==> src/rtl/uniq_lru.sv <==
// Tracks up to DEPTH distinct recent data values, newest in entry 0.
// Reports a hit or an eviction one cycle after each accepted sample.
module uniq_lru #(
   parameter int WIDTH = 8,
   parameter int DEPTH = 4,
   parameter int MODE  = 0
) (
   input  logic                       clk,
   input  logic                       rst_n,
   input  logic [WIDTH-1:0]           data_in,
   input  logic                       data_en,
   input  logic                       flush,
   output logic [DEPTH*WIDTH-1:0]     out_data,
   output logic [DEPTH-1:0]           out_val,
   output logic [$clog2(DEPTH+1)-1:0] count,
   output logic                       hit,
   output logic [$clog2(DEPTH)-1:0]   hit_idx,
   output logic                       evict,
   output logic [WIDTH-1:0]           evict_data
);

   localparam int CW = $clog2(DEPTH + 1);
   localparam int IW = $clog2(DEPTH);

   logic [WIDTH-1:0] ent   [DEPTH];
   logic [WIDTH-1:0] ent_n [DEPTH];
   logic [DEPTH-1:0] match;
   logic             hit_any;
   logic [IW-1:0]    hit_i;
   logic [DEPTH-1:0] val_n;
   logic [CW-1:0]    cnt_n;
   logic             hit_n;
   logic [IW-1:0]    idx_n;
   logic             ev_n;
   logic [WIDTH-1:0] evd_n;

   always_comb begin
      for (int k = 0; k < DEPTH; k++) begin
         out_data[k*WIDTH +: WIDTH] = ent[k];
      end
   end

   // Invalid entries are gated out so a stored 0 never aliases an empty slot.
   always_comb begin
      match   = '0;
      hit_any = 1'b0;
      hit_i   = '0;
      for (int k = 0; k < DEPTH; k++) begin
         match[k] = out_val[k] && (ent[k] == data_in);
         if (match[k]) begin
            hit_any = 1'b1;
            hit_i   = IW'(k);
         end
      end
   end

   always_comb begin
      ent_n = ent;
      val_n = out_val;
      cnt_n = count;
      hit_n = 1'b0;
      idx_n = '0;
      ev_n  = 1'b0;
      evd_n = '0;
      if (flush) begin
         for (int k = 0; k < DEPTH; k++) begin
            ent_n[k] = '0;
         end
         val_n = '0;
         cnt_n = '0;
      end else if (data_en) begin
         if (hit_any) begin
            hit_n = 1'b1;
            idx_n = hit_i;
            if (MODE == 0) begin
               for (int k = 1; k < DEPTH; k++) begin
                  if (k <= int'(hit_i)) ent_n[k] = ent[k-1];
               end
               ent_n[0] = data_in;
            end
         end else begin
            ev_n  = out_val[DEPTH-1];
            evd_n = out_val[DEPTH-1] ? ent[DEPTH-1] : '0;
            for (int k = 1; k < DEPTH; k++) begin
               ent_n[k] = ent[k-1];
            end
            ent_n[0] = data_in;
            val_n    = {out_val[DEPTH-2:0], 1'b1};
            if (count != CW'(DEPTH)) cnt_n = count + CW'(1);
         end
      end
   end

   always_ff @(posedge clk or negedge rst_n) begin
      if (!rst_n) begin
         for (int k = 0; k < DEPTH; k++) begin
            ent[k] <= '0;
         end
         out_val    <= '0;
         count      <= '0;
         hit        <= 1'b0;
         hit_idx    <= '0;
         evict      <= 1'b0;
         evict_data <= '0;
      end else begin
         ent        <= ent_n;
         out_val    <= val_n;
         count      <= cnt_n;
         hit        <= hit_n;
         hit_idx    <= idx_n;
         evict      <= ev_n;
         evict_data <= evd_n;
      end
   end

endmodule

==> config.mk <==
export PLATFORM = sky130hd
export DESIGN_NAME = uniq_lru
export DESIGN_NICKNAME = d
export VERILOG_FILES = /design/src/rtl/uniq_lru.sv
export SDC_FILE = /design/constraint.sdc
export NUM_CORES = 1
export LEC_CHECK = 0
export ABC_AREA = 1
export CORE_ASPECT_RATIO = 2
export CORE_MARGIN = 2
export CORE_UTILIZATION = 48
export CTS_BUF_LIST = sky130_fd_sc_hd__clkbuf_8
export CTS_CLUSTER_SIZE = 12
export DETAILED_ROUTE_END_ITERATION = 7
export PLACE_DENSITY = 0.88
export REMOVE_ABC_BUFFERS = 1
export SLEW_MARGIN = 10
export SYNTH_ARGS = -nofsm -noshare
export SYNTH_HDL_FRONTEND = slang
export SYNTH_SLANG_ARGS = --single-unit
==> constraint.sdc <==
create_clock -name clk -period 3 [get_ports clk]
set_input_delay 0.45 -clock clk [delete_from_list [all_inputs] [get_ports clk]]
set_output_delay 0.45 -clock clk [all_outputs]
set_load 0.02 [all_outputs]
== Yosys cells after proc, flatten, opt, wreduce, memory -nomap -nowiden ==
Cells that the tools add are included.
Word-level totals
  input bits: 12
  word-level logic and storage cells: 67
  register bits after elaboration: 51
Operators by class
  equal/unequal tests: 9
  add/sub/neg operators: 1
  reductions and logical operators: 11
  mux-type cells: 33
  order comparisons: 3
Operators by type and width (number)
  $mux 32: 2
  $mux 8: 7
  $eq 8x8->1: 4
  $mux 24: 1
  $mux 3: 4
  $mux 4: 3
  $mux 1: 11
  $mux 2: 5
  $ne 3x2->1 const B: 3
  $reduce_and 2->1: 4
  $le 2x2->1 const A: 2
  $logic_and 1x1->1: 4
  $reduce_bool 2->1: 2
  $add 3x1->3 const B: 1
  $ne 3x3->1 const B: 1
  $reduce_and 3->1: 1
  $le 1x2->1 const A: 1
  $ne 2x2->1 const B: 1

== Depth between registers and ports, before layout ==
  word-level depth: 10
  gate-level depth with buffers: 13
  mapped depth without buffers: 13

== Worst setup path before layout ==
OpenSTA, ideal clock, no wires.
  path kind: input port to flip-flop
  from: input port data_in[6]
  to: register ent (netlist bit out_data[21])
  slack: 1.370 ns
  arrival time: 1.556 ns
  cell stages on the path: 13
  required time: 2.926 ns
  path buffers: 2
  cell sequence: buf_4 > inv_2 > nand2_1 > nand2_1 > nor2_1 > nand3_1 > nor2_2 > nor2_4 > nand3_2 > nand2_4 > buf_6 > nand2_1 > o21ai_2
Between the ends
  cells in the longest elaborated chain, start to end: 9
  elaborated cells between the ends (all ways): 21
RTL lines
  start: declaration: RTL line 10  | input logic [WIDTH-1:0] data_in,
  branches (longest 9 deep; another with $le 2x2->1)
  end signal: assignment: RTL line 106  | ent <= ent_n;
  end: declaration: RTL line 25  | logic [WIDTH-1:0] ent [DEPTH];
Parallel ways; which one is timed is not known. The select of a mux whose other input is x is not followed.
A chain may end at the register's enable or synchronous reset.

== Final worst setup path ==
  from: input port data_in[6]
  to: register ent (netlist bit out_data[15])
Between the ends
  cells in the longest elaborated chain, start to end: 9
  elaborated cells between the ends (all ways): 21
RTL lines
  branches (longest 9 deep; another with $le 1x2->1)
Parallel ways; which one is timed is not known. The select of a mux whose other input is x is not followed.

==> implementation parameters <==
Parameter                              Value

Yosys
  Portion of netlist area occupied by mux cells    0%
  FF+latch count, synth    51
  Combinational family with the most area after synthesis    simple AND/OR/NAND/NOR gates
  Synth Area in XOR/XNOR    1.51%
  Syn Area/Cell    7.10 sq um
  Adder-Cell Fraction of Synth Area    0.864%
  Fraction of the mapped netlist area in simple logic gates    39.6%
  Cells after synthesis    408
  Post-Syn Area    2900 sq um
  Synth Warn #    0
  Sequential element share of the synthesized area    44.0%
  Share of the synthesized area in compound gates (AO/OA/AOI/OAI)    5.48%
  Synth cell types    30

Setup path
  Path type of the worst setup path    primary input to register
  Length in cells of the worst reg-to-reg path    12
  Startpoint type of the worst setup path    primary input
  Terminus of the critical flop-to-flop path    out_data[15]
  Beginning of the worst register-to-register path    out_data[29]
  Nature of the critical path endpoint    register
  Required @ worst endpoint    3210 ps
  Crit path max fanout    25
  R2R setup slack    1130 ps
  Arrival @ worst endpoint    2410 ps

Finish
  Fillers    556
  Fraction of layout cells with a size suffix above 1    8.23%
  Count of antenna diodes in the layout    0
  Most frequent cells in the layout    146 x sky130_fd_sc_hd__nand2_1, 61 x sky130_fd_sc_hd__clkdlybuf4s50_1, 53 x sky130_fd_sc_hd__nor2_1
  Layout Utilization    61.9%
  Leading cell type in the layout, fill and taps excluded    sky130_fd_sc_hd__nand2_1
  Area growth syn-to-layout    26.1%
  Total number of nets in the final design    487

Routing
  DR iter-0 viols    171
  First-pass iteration count of the detailed router    8
  Vias per cell    5.37
  Final routed wire length divided by cell count    14.7 microns
  Count of nets left with antenna violations after detail routing    0
  Number of DRC violations after detailed routing    8
  Total routed wirelength    7910 microns
  Total vias in the final route    2883

Global routing
  Global route overflow    0
  Antenna violations before repair    0
  Wire length of the first global-routing pass    13200 microns
  Vias in the first global route    2861
  Total routing usage reported by global routing    25.4%
  Maximum number of pins on one net before global-route repair    52

Run
  Reported max-cap violation count    0

Clock tree
  Clock tree from TritonCTS    done
  Maximum clock path buffer count    2
  TritonCTS sink count    51
  Hold-fix buffer count after cts    0
  Clock buffer count from CTS    5
  Number of setup buffers added after CTS    0
  Clock Tree Root    sky130_fd_sc_hd__clkbuf_8
  Post-CTS clock slew at the launch and capture registers of the worst setup and hold paths    90 ps
  Post-cts resize count    0
  H-tree lvl count    2
  Insertion delay to the later sink of the worst-skew pair    310 ps

STA
  Layout Skew    8.75 ps
  Final-report setup violation count    0
  Final period utilization    73.6%
  Rel. slew slack    26.4%
  RSZ-0062 raised after global routing    no
  Number of hold violations in the final report    0
  Worst Hold Slack    340 ps
  Final-layout setup total negative slack    0 ps
  Slew Limit Fails    0
  Max frequency    453 MHz
  Clock period minus worst slack    2210 ps
  Actual slew at the worst max-slew pin    1100 ps

Floorplan
  Die width    58.9 microns
  Die ar.    6710 sq um
  I/O Pins    63
  Vertical extent of the die    114 microns
  Initial Util    49.1%
  Number of placement rows    40
  Core ar.    5910 sq um

Power and ir drop
  Total power of the final layout    1420 uW
  LEAKAGE    0.00178 uW
  Worst IR drop on VDD    0.292 mV
  PwrDens    388 nW/um^2

Placement
  Placer Congestion    0.966
  Count of buffers inserted at the top-level ports    62
  Post-detailed-placement half-perimeter wirelength    5980 microns

Status
  Outcome    complete, but fails checks
  Violated checks    DRC

Hold path
  Hold WC Path Type    primary input to asynchronous set/reset pin
==> synth_stat cells <==
cell type                  instances  area share (%)
sky130_fd_sc_hd__nand3_4           1            0.60
sky130_fd_sc_hd__nor3_1            4            0.69
sky130_fd_sc_hd__nor4b_1           1            0.30
sky130_fd_sc_hd__a21boi_0          1            0.26
sky130_fd_sc_hd__nand3b_1          1            0.26
sky130_fd_sc_hd__clkinv_1          2            0.26
sky130_fd_sc_hd__nand3_1          36             6.2
sky130_fd_sc_hd__xnor2_1           5             1.5
sky130_fd_sc_hd__o21ai_1           5            0.86
sky130_fd_sc_hd__buf_4             1            0.26
sky130_fd_sc_hd__inv_1            42             5.4
sky130_fd_sc_hd__nor2b_1           1            0.22
sky130_fd_sc_hd__buf_6             2            0.78
sky130_fd_sc_hd__o21a_1            1            0.26
sky130_fd_sc_hd__nand3_2           2            0.69
sky130_fd_sc_hd__nor2_4            1            0.39
sky130_fd_sc_hd__nand2_1         146              19
sky130_fd_sc_hd__a21oi_1           4            0.69
sky130_fd_sc_hd__nand2_4           3             1.2
sky130_fd_sc_hd__ha_1              2            0.86
sky130_fd_sc_hd__nor2_1           53             6.9
sky130_fd_sc_hd__clkbuf_1          5            0.65
sky130_fd_sc_hd__o21ai_0           1            0.17
sky130_fd_sc_hd__nand4_1           8             1.7
sky130_fd_sc_hd__nand2_2           2            0.43
sky130_fd_sc_hd__inv_2             9             1.2
sky130_fd_sc_hd__nor2_2            5             1.1
sky130_fd_sc_hd__o22ai_1           8             1.7
sky130_fd_sc_hd__dfrtp_1          51              44
sky130_fd_sc_hd__o21ai_2           5             1.5
==> critical path, stage by stage <==
cell,delay (ps)
sky130_fd_sc_hd__clkdlybuf4s50_1,560
sky130_fd_sc_hd__inv_2,160
sky130_fd_sc_hd__nand2_1,80
sky130_fd_sc_hd__nand2_1,90
sky130_fd_sc_hd__nor2_1,50
sky130_fd_sc_hd__nand3_1,100
sky130_fd_sc_hd__nor2_2,60
sky130_fd_sc_hd__nor2_4,160
sky130_fd_sc_hd__nand3_2,110
sky130_fd_sc_hd__nand2_4,260
sky130_fd_sc_hd__nand2_2,180
sky130_fd_sc_hd__nand2_1,100
sky130_fd_sc_hd__nand2_1,50
==> state kept, by name (all words and copies together), names as in the netlist <==
name and flops:
evict_data 8, out_data 32, count 3, hit_idx 2
out_val 4, evict 1, hit 1
==> cell families (layout without fill, tap and decap cells) <==
logic type,Yosys count,in the layout
adder cells (fa/ha/maj),2,2
XOR/XNOR,5,5
AO/OA/AOI/OAI,25,25
flip-flops,51,51
AND/OR/NAND/NOR,264,264
buffers and inverters,61,127
==> metal layers <==
metal / part of all wire (%) / vias up / track usage, %
met4: 3.2 / 0 / 13.0
met1: 39 / 1342 / 30.2
met3: 5.6 / 22 / 3.06
met5: 0 / - / 0
met2: 52 / 115 / 43.3
li1: - / 1404 / -
==> final cells by class <==
class / count / area [sq um] / area share, %
well taps: 63 / 78.8 / 2.16
multi-input cells: 296 / 1370 / 37.6
inverters: 53 / 199 / 5.44
clock buffers: 5 / 68.8 / 1.88
flip-flops and latches: 51 / 1280 / 34.9
repair buffers: 66 / 646 / 17.7
clock inverters: 3 / 12.5 / 0.342
==> report_power, final <==
group          switching [uW]  total, uW  internal [uW]  leakage [uW]
Sequential               30.8        743            713      0.000698
Clock                     222        379            157     0.0000505
Combinational             183        297            114       0.00103
==> how the worst max path moves through the flow <==
stage                     from      endpoint  slack (ps)  cells after the start
finish              data_in[6]  out_data[15]         790                     13
global route        data_in[6]   out_data[8]         610                     13
CTS                 data_in[6]  out_data[15]         830                     13
detailed placement  data_in[6]  out_data[12]         510                     13
global placement    data_in[0]   out_data[9]         560                     12
floorplan                flush  out_data[10]        1060                      6
==> through the flow <==
step	cells	setup slack (ps)	instance area [sq um]
2_1_floorplan	400	1060	2850
3_3_place_gp	529	563	3570
3_5_place_dp	529	509	3570
4_1_cts	537	826	3650
5_1_grt	537	610	3650
6_report	537	793	3650
Power figures use the tool's default switching activity.
